==> config.mk <==
export PLATFORM = sky130hd
export DESIGN_NAME = spi_audio_master
export DESIGN_NICKNAME = d
export VERILOG_FILES = /design/src/rtl/spi_audio_master.sv
export SDC_FILE = /design/constraint.sdc
export NUM_CORES = 1
export LEC_CHECK = 0
export ABC_AREA = 1
export CORE_MARGIN = 10
export CORE_UTILIZATION = 30
export DETAILED_ROUTE_END_ITERATION = 10
export HOLD_SLACK_MARGIN = 0.1
export PLACE_DENSITY = 0.55
export SYNTH_ARGS = -nofsm -noshare
export SYNTH_HDL_FRONTEND = slang
export SYNTH_SLANG_ARGS = --single-unit
==> constraint.sdc <==
create_clock -name clk -period 3.9 [get_ports clk]
set_input_delay 0.585 -clock clk [delete_from_list [all_inputs] [get_ports clk]]
set_output_delay 0.585 -clock clk [all_outputs]
set_load 0.01 [all_outputs]
==> src/rtl/spi_audio_master.sv <==
// spi_audio_master
//   SPI master on the host side of the speech-recognition link. It streams
//   NUM_WORDS audio samples as 32-bit words {22'b0, sample} in one ss frame,
//   then reads back one 32-bit result word in a second frame. Optionally it
//   echoes the result word in a third frame.
//   sck is clk / (2*CLK_DIV) and idles low. Data is MSB first. sdo changes
//   only after sck falls, and sdi is captured on the clk edge where sck rises.
//
// Ports
//   clk, reset            system clock, asynchronous active-high reset
//   start                 one-cycle pulse that begins a transaction from IDLE
//   sample, sample_valid  audio sample source
//   sample_ready          accepts the sample this cycle (valid & ready)
//   sdi                   serial data from the slave
//   sck, sdo, ss          SPI clock, serial data out, active-high slave select
//   busy                  high while a transaction is in progress
//   result, result_valid  word read back from the slave, with a one-cycle strobe
//   done                  one-cycle pulse at the end of the transaction
//
// Build option
//   SPI_RESULT_ECHO_EN    when defined, the result word is echoed in a third frame
module spi_audio_master #(
  parameter int unsigned NUM_WORDS  = 1000,
  parameter int unsigned CLK_DIV    = 4,
  parameter int unsigned GAP_CYCLES = 16
) (
  input  logic        clk,
  input  logic        reset,
  input  logic        start,
  input  logic [9:0]  sample,
  input  logic        sample_valid,
  output logic        sample_ready,
  input  logic        sdi,
  output logic        sck,
  output logic        sdo,
  output logic        ss,
  output logic        busy,
  output logic [31:0] result,
  output logic        result_valid,
  output logic        done
);

  localparam int unsigned WCW = $clog2(NUM_WORDS + 1);
  localparam int unsigned DW  = $clog2(CLK_DIV + 1);
  localparam int unsigned GW  = $clog2(GAP_CYCLES + 1);
  localparam logic [WCW-1:0] LAST_WORD = WCW'(NUM_WORDS);
  localparam logic [DW-1:0]  DIV_LAST  = DW'(CLK_DIV - 1);
  localparam logic [GW-1:0]  GAP_LAST  = GW'(GAP_CYCLES - 1);

  typedef enum logic [2:0] {
    IDLE, AUD_LOAD, AUD_SHIFT, GAP1, RX_SHIFT, GAP2, ECHO_SHIFT, DONE
  } state_t;

  state_t         state_q, state_d;
  logic           sck_q, sck_d;
  logic           ss_q, ss_d;
  logic           rv_q, rv_d;
  logic [31:0]    tx_q, tx_d;
  logic [31:0]    rx_q, rx_d;
  logic [31:0]    result_q, result_d;
  logic [4:0]     bit_q, bit_d;
  logic [DW-1:0]  div_q, div_d;
  logic [GW-1:0]  gap_q, gap_d;
  logic [WCW-1:0] word_q, word_d;

  logic           shifting;
  logic           frame_end;
  logic [WCW-1:0] word_inc;

  always_ff @(posedge clk or posedge reset) begin
    if (reset) begin
      state_q  <= IDLE;
      sck_q    <= 1'b0;
      ss_q     <= 1'b0;
      rv_q     <= 1'b0;
      tx_q     <= '0;
      rx_q     <= '0;
      result_q <= '0;
      bit_q    <= '0;
      div_q    <= '0;
      gap_q    <= '0;
      word_q   <= '0;
    end else begin
      state_q  <= state_d;
      sck_q    <= sck_d;
      ss_q     <= ss_d;
      rv_q     <= rv_d;
      tx_q     <= tx_d;
      rx_q     <= rx_d;
      result_q <= result_d;
      bit_q    <= bit_d;
      div_q    <= div_d;
      gap_q    <= gap_d;
      word_q   <= word_d;
    end
  end

  always_comb begin
    state_d      = state_q;
    sck_d        = sck_q;
    ss_d         = ss_q;
    rv_d         = 1'b0;
    tx_d         = tx_q;
    rx_d         = rx_q;
    result_d     = result_q;
    bit_d        = bit_q;
    div_d        = div_q;
    gap_d        = gap_q;
    word_d       = word_q;
    sample_ready = 1'b0;
    frame_end    = 1'b0;
    word_inc     = word_q + 1'b1;
    shifting     = (state_q == AUD_SHIFT) || (state_q == RX_SHIFT) ||
                   (state_q == ECHO_SHIFT);

    // Shared bit engine for all three frame types. sdo is tx_q[31], so the
    // shift on every falling edge (including the last one) both advances the
    // next bit and leaves sdo at 0 once the frame is over.
    if (shifting) begin
      div_d = div_q + 1'b1;
      if (div_q == DIV_LAST) begin
        div_d = '0;
        sck_d = ~sck_q;
        if (!sck_q) begin
          rx_d = {rx_q[30:0], sdi};
        end else begin
          tx_d = {tx_q[30:0], 1'b0};
          if (bit_q == 5'd31) frame_end = 1'b1;
          else                bit_d     = bit_q + 5'd1;
        end
      end
    end

    case (state_q)
      IDLE: begin
        if (start) begin
          state_d = AUD_LOAD;
          ss_d    = 1'b1;
          word_d  = '0;
        end
      end
      AUD_LOAD: begin
        sample_ready = sample_valid;
        if (sample_valid) begin
          tx_d    = {22'b0, sample};
          bit_d   = '0;
          div_d   = '0;
          state_d = AUD_SHIFT;
        end
      end
      AUD_SHIFT: begin
        if (frame_end) begin
          word_d = word_inc;
          if (word_inc == LAST_WORD) begin
            ss_d    = 1'b0;
            gap_d   = '0;
            state_d = GAP1;
          end else begin
            state_d = AUD_LOAD;
          end
        end
      end
      GAP1: begin
        gap_d = gap_q + 1'b1;
        if (gap_q == GAP_LAST) begin
          ss_d    = 1'b1;
          tx_d    = '0;
          bit_d   = '0;
          div_d   = '0;
          state_d = RX_SHIFT;
        end
      end
      RX_SHIFT: begin
        if (frame_end) begin
          result_d = rx_q;
          rv_d     = 1'b1;
          ss_d     = 1'b0;
          gap_d    = '0;
          state_d  = GAP2;
        end
      end
      GAP2: begin
        gap_d = gap_q + 1'b1;
        if (gap_q == GAP_LAST) begin
`ifdef SPI_RESULT_ECHO_EN
          ss_d    = 1'b1;
          tx_d    = result_q;
          bit_d   = '0;
          div_d   = '0;
          state_d = ECHO_SHIFT;
`else
          state_d = DONE;
`endif
        end
      end
      ECHO_SHIFT: begin
        if (frame_end) begin
          ss_d    = 1'b0;
          state_d = DONE;
        end
      end
      DONE: begin
        state_d = IDLE;
      end
      default: begin
        state_d = IDLE;
      end
    endcase
  end

  assign sck          = sck_q;
  assign sdo          = tx_q[31];
  assign ss           = ss_q;
  assign busy         = (state_q != IDLE);
  assign result       = result_q;
  assign result_valid = rv_q;
  assign done         = (state_q == DONE);

endmodule

==> impl_metrics.env, run 1 <==
export IMPL_status="complete, no violations"
export IMPL_path_clk_slew_ns=0.05
export IMPL_endpoint_kind="output port"
export IMPL_drive_gt1_share_pct=7.738
export IMPL_cts_root_buf="clkbuf_16"
export IMPL_p_sw_uw=582.9
export IMPL_synth_edf_count=0
export IMPL_grt_pass1_vias=4200
export IMPL_die_area_sq_um=23980
export IMPL_instances_no_fill=901
export IMPL_fmax_mhz=357.5
export IMPL_min_path_type="flip-flop to flip-flop"
export IMPL_hold_ws_ns=0.4702
export IMPL_setup_slack_ns=1.103
export IMPL_diodes=0
export IMPL_hpwl_um=7538
export IMPL_dp_slack_ns=1.060
export IMPL_finalHoldViolations=0
export IMPL_r2r_start="gap_q[0]"
export IMPL_synth_area_leaders="dfrtp_1, o21ai_0, nand2_1"
export IMPL_post_cts_buffers=0
export IMPL_required_ns=3.31
export IMPL_cts_tree="built"
export IMPL_grt_use_total_pct=10.08
export IMPL_syn_inst=612
export IMPL_cp_start_kind="flip-flop"
export IMPL_drv_slew=0
export IMPL_syn_area_sq_um=5456
export IMPL_peakVddDrop_mv=0.2970
export IMPL_synth_top_area_share_pct=57.33
export IMPL_portBuffers=53
export IMPL_power_frac_seq_pct=44.7
export IMPL_p_int_uw=2333
export IMPL_grt_max_degree=126
export IMPL_crit_chain="inv_2, nand2_4, nor3_1, clkdlybuf4s50_1"
export IMPL_setup_tns_ns=0
export IMPL_multi_input_area_sq_um=1873
export IMPL_switching_share_pct=19.99
export IMPL_ys_warn_count=0
export IMPL_slowest_delay_ns=0.64
export IMPL_dr_total_vias=4080
export IMPL_path_class="flip-flop to output port"
export IMPL_synth_fp_nets=633
export IMPL_utilization_pct=37.83
export IMPL_grt_first_pass_wirelength_um=20130
export IMPL_min_from="gap_q[3]"
export IMPL_ys_ff_latch=125
export IMPL_syn_to_final_growth_pct=24.12
export IMPL_r2r_end="div_q[2]"
export IMPL_drtAntennaViolNets=0
export IMPL_cp_slowest_cell="clkdlybuf4s50_1"
export IMPL_rsz0062_at_grt="no"
export IMPL_die_height_um=154.9
export IMPL_design_core_area_sq_um=17900
export IMPL_fin_crit_sh_pct=71.73
export IMPL_routed_wl_um=11490
export IMPL_wl_per_cell_um=12.75
export IMPL_rows=49
export IMPL_reg2reg_depth=9
export IMPL_crit_family="buffers and inverters"
export IMPL_overflow=0
export IMPL_synth_top_family_by_area="simple AND/OR/NAND/NOR gates"
export IMPL_worst_pin_slew_ns=1.020
export IMPL_cts_resized=0
export IMPL_maxCapViolations=0
export IMPL_maxSlewHeadroom_pct=31.76
export IMPL_cts_buffers=17
export IMPL_regArea_sq_um=3128
export IMPL_setup_viol=0
export IMPL_ys_types=35
export IMPL_synth_compound_area_share_pct=14.58
export IMPL_r2r_setup_slack_ns=1.45
export IMPL_crit_fanout=9
export IMPL_clock_skew_final_ns=0.007440
export IMPL_pwr_share_comb_pct=1.6
export IMPL_synth_mux_area_share_pct=1.284
export IMPL_total_leakage_power_uw=0.003128
export IMPL_cts_max_level=4
export IMPL_dp_cells=871
export IMPL_seq_area_frac_synth_pct=57.33
export IMPL_syn_avg_cell_area_sq_um=8.916
export IMPL_ios=54
export IMPL_synth_xor_area_share_pct=0.3210
export IMPL_cp_depth=4
export IMPL_power_density_nw_per_um2=430.5
export IMPL_synth_ff_type="dfrtp_1"
export IMPL_synth_simple_gate_area_share_pct=16.72
export IMPL_hold_path_depth=2
export IMPL_final_nets=682
export IMPL_start_util_pct=30.48
export IMPL_drt_pass1_iter_count=4
export IMPL_cts_buffer_depth=2
export IMPL_hold_buffers=0
export IMPL_async_reset_ff_share_pct=100.0
export IMPL_clkLatencyLatePin_ns=0.41
export IMPL_hold_end="gap_q[3]"
export IMPL_vias_per_cell=4.528
export IMPL_timing_final_crit_period_ns=2.797
export IMPL_cts_sinks=125
export IMPL_clock_power_share_pct=53.8
export IMPL_crit_buf_inv=2
export IMPL_yosys_area_top_type="dfrtp_1"
export IMPL_grt_antenna_before_repair=0
export IMPL_arrival_ns=2.21
export IMPL_drt_initial_drc_count=231
export IMPL_drc=0
export IMPL_gp_congestion=0.7788
export IMPL_die_x_um=154.9
export IMPL_num_fill_cells=1799
export IMPL_synth_adder_area_share_pct=1.376
through the flow:
step	area (sq um)	power [uW]
after floorplan	5460	1347
after global placement	6187	1373
after detailed placement	6187	1373
after CTS	6773	2952
after global routing	6773	3022
final	6773	2915
worst max-delay path by stage:
stage,to,from,slack [ns]
CTS,sample_ready,state_q[1],1.02
global placement,sample_ready,sample_valid,1.03
detailed placement,sample_ready,sample_valid,1.06
floorplan,bit_q[0],reset,1.78
finish,sample_ready,state_q[1],1.10
global route,sample_ready,state_q[1],0.99
placed cells by master, fill, tap and decap left out, drive strengths merged:
cell / instances
or2: 3
clkinvlp: 1
nor4: 1
o21ai: 110
o21bai: 1
o31ai: 1
xor2: 2
a32o: 1
a31oi: 1
nand3: 17
a21o: 1
o22ai: 5
a21oi: 26
inv: 87
o211ai: 3
bufinv: 2
nor2: 29
dfrtp: 125
mux2i: 7
clkbuf: 24
a211oi: 1
clkdlybuf4s50: 53
nand4: 5
nor3: 6
o21a: 2
ha: 6
buf: 3
nand2: 144
nand3b: 1
clkinv: 4
synthesized netlist by cell type, types with 2 or more instances:
cell type	instances
or2_2	3
nand2_1	137
inv_2	5
nor2_8	2
buf_2	9
inv_1	83
nor3_1	6
buf_6	2
o21a_1	2
nand2_2	4
nor2_1	27
nand3_1	16
o211ai_1	3
nand4_1	4
o21ai_0	105
dfrtp_1	125
xor2_1	2
nand2_4	3
o22ai_1	5
mux2i_1	7
o21ai_1	5
ha_1	6
clkbuf_1	14
a21oi_1	26
final cells by class:
cell class,instances,share of cell area [%]
sequential,125,46.19
multi-input combinational,373,27.66
timing repair buffer,56,8.350
clock buffer,24,7.408
inverter,88,4.933
tap,229,4.231
clock inverter,6,1.238
state kept, by name (all words and copies together), names as in the netlist:
register / flops
div_q: 3
state_q: 3
ss: 1
gap_q: 5
result: 32
bit_q: 5
tx_q: 32
rx_q: 32
word_q: 10
sck: 1
result_valid: 1
per-layer routing:
metal	vias to the layer above	GRT usage, %	wire length, um
li1	2061	-	-
met1	1939	12.03	5284
met2	67	16.15	5467
met3	13	3.584	599
met4	0	4.094	136
met5	-	0	0
worst reg2reg max path, stage by stage, from the launching register on:
cell and delay, ns:
dfrtp_1 0.40, ha_1 0.21, nand2_1 0.08, nor2_1 0.05
ha_1 0.20, o211ai_1 0.19, inv_1 0.07, nand2_1 0.65
inv_2 0.24, a211oi_1 0.26
power by group through the flow:
stage          logic (uW)  registers, uW  clock network [uW]
4_1_cts              48.9           1300                1600
2_1_floorplan        22.3           1320                   0
5_1_grt              53.5           1300                1670
3_3_place_gp         48.4           1320                   0
6_report             45.9           1300                1570
3_5_place_dp         48.9           1320                   0
logic make-up after synthesis:
kind of cell,after synthesis
buffers and inverters,114
muxes,7
and+or+nand+nor,206
AOI/OAI and AO/OA,152
xor gates and xnor gates,2
DFF,125
adders and majority gates,6
Power figures use the tool's default switching activity.
==> inputs of run 2 (changes only) <==
- PLACE_DENSITY: 0.55 -> 0.53
- clock period: 3.9 -> 2.7 ns (I/O delays scaled with it)
==> impl_metrics.env, run 2 (synthesis gave the netlist of run 1 again) <==
export IMPL_hpwl_um=7557
export IMPL_fmax_mhz=396.7
export IMPL_drv_slew=0
export IMPL_maxSlewHeadroom_pct=55.14
export IMPL_cts_buffer_depth=2
export IMPL_die_x_um=154.9
export IMPL_switching_share_pct=20.54
export IMPL_min_path_type="flip-flop to flip-flop"
export IMPL_routed_wl_um=11430
export IMPL_overflow=0
export IMPL_required_ns=2.30
export IMPL_ios=54
export IMPL_final_nets=685
export IMPL_crit_buf_inv=3
export IMPL_cts_resized=0
export IMPL_cts_max_level=4
export IMPL_start_util_pct=30.48
export IMPL_power_density_nw_per_um2=638.1
export IMPL_portBuffers=53
export IMPL_power_frac_seq_pct=43.0
export IMPL_timing_final_crit_period_ns=2.521
export IMPL_finalHoldViolations=0
export IMPL_crit_fanout=11
export IMPL_clock_skew_final_ns=0.01017
export IMPL_die_area_sq_um=23980
export IMPL_post_cts_buffers=0
export IMPL_hold_buffers=0
export IMPL_wl_per_cell_um=12.62
export IMPL_path_clk_slew_ns=0.05
export IMPL_status="complete, no violations"
export IMPL_endpoint_kind="output port"
export IMPL_fin_crit_sh_pct=93.35
export IMPL_p_sw_uw=898.1
export IMPL_pwr_share_comb_pct=1.5
export IMPL_crit_family="buffers and inverters"
export IMPL_path_class="flip-flop to output port"
export IMPL_layout_commonest_cell="nand2_1"
export IMPL_gp_congestion=0.7872
export IMPL_drtAntennaViolNets=0
export IMPL_drt_initial_drc_count=195
export IMPL_grt_use_total_pct=10.08
export IMPL_arrival_ns=2.12
export IMPL_p_int_uw=3474
export IMPL_dr_total_vias=4100
export IMPL_slowest_delay_ns=0.55
export IMPL_grt_pass1_vias=4269
export IMPL_maxCapViolations=0
export IMPL_grt_first_pass_wirelength_um=20160
export IMPL_grt_antenna_before_repair=0
export IMPL_die_height_um=154.9
export IMPL_worst_pin_slew_ns=0.6729
export IMPL_setup_tns_ns=0
export IMPL_drive_gt1_share_pct=8.567
export IMPL_total_leakage_power_uw=0.003152
export IMPL_rsz0062_at_grt="no"
export IMPL_cts_root_buf="clkbuf_16"
export IMPL_grt_max_degree=126
export IMPL_drt_pass1_iter_count=4
export IMPL_clock_power_share_pct=55.5
export IMPL_cp_start_kind="flip-flop"
export IMPL_setup_viol=0
export IMPL_diodes=0
export IMPL_final_cell_mix="nand2_1, dfrtp_1, o21ai_0"
export IMPL_cts_sinks=125
export IMPL_crit_chain="inv_2, nand2_4, nor3_1, buf_4, clkdlybuf4s50_1"
export IMPL_design_core_area_sq_um=17900
export IMPL_clkLatencyLatePin_ns=0.42
export IMPL_cts_buffers=17
export IMPL_peakVddDrop_mv=0.4698
export IMPL_cp_slowest_cell="clkdlybuf4s50_1"
export IMPL_cts_tree="built"
export IMPL_vias_per_cell=4.525
export IMPL_utilization_pct=38.27
export IMPL_syn_to_final_growth_pct=25.57
export IMPL_drc=0
export IMPL_rows=49
run 2: worst reg2reg max path, cell delays in order, from the launching register on:
cell and delay, ns:
dfrtp_1 0.41, ha_1 0.22, nand2_1 0.09, nor2_1 0.05, ha_1 0.21, o211ai_1 0.19
inv_1 0.06, nand2_1 0.19, buf_4 0.29, o21ai_0 0.15, a21oi_1 0.13
run 2: per-stage QoR:
stage | area, sq um | worst slack, ns | hold WS (ns) | power, uW | cells
floorplan | 5460 | 0.7557 | 0.4419 | 1945 | 612
global placement | 6222 | 0.4115 | 0.4579 | 1982 | 874
detailed placement | 6222 | 0.3722 | 0.4638 | 1983 | 874
CTS | 6852 | 0.1338 | 0.4756 | 4442 | 906
global route | 6852 | 0.03388 | 0.5019 | 4545 | 906
finish | 6852 | 0.1795 | 0.4713 | 4372 | 906
run 2: per-layer routing:
layer  wire, um  GRT usage (%)
met4        158          3.959
met3        540          3.832
met2       5500          16.33
met5          0              0
met1       5233          11.77
run 2: layout make-up:
cell class	count	area, sq um
clock buffers	19	442.9
clock inverters	13	186.4
fillers	1797	11050
inverters	88	334.1
multi-input cells	373	1873
flip-flops and latches	125	3128
well taps	229	286.5
repair buffers	59	600.6
run 2: final timing paths:
kind                            slack (ns)  cells past startpoint        from            to
worst min register to register        0.47                      2    gap_q[4]      gap_q[4]
worst min-delay path                  0.47                      2    gap_q[4]      gap_q[4]
worst max register to register        0.64                     10    gap_q[0]      tx_q[21]
worst max-delay path                  0.18                      5  state_q[1]  sample_ready
max in group asynchronous             1.65                      3       reset      gap_q[4]
min in group asynchronous             0.54                      3       reset       tx_q[1]
run 2: power by group through the flow:
stage	combinational, uW	sequential, uW	clock [uW]
finish	65.6	1880	2430
global route	76.0	1880	2590
CTS	69.9	1880	2490
detailed placement	70.0	1910	0
global placement	69.0	1910	0
floorplan	32.2	1910	0
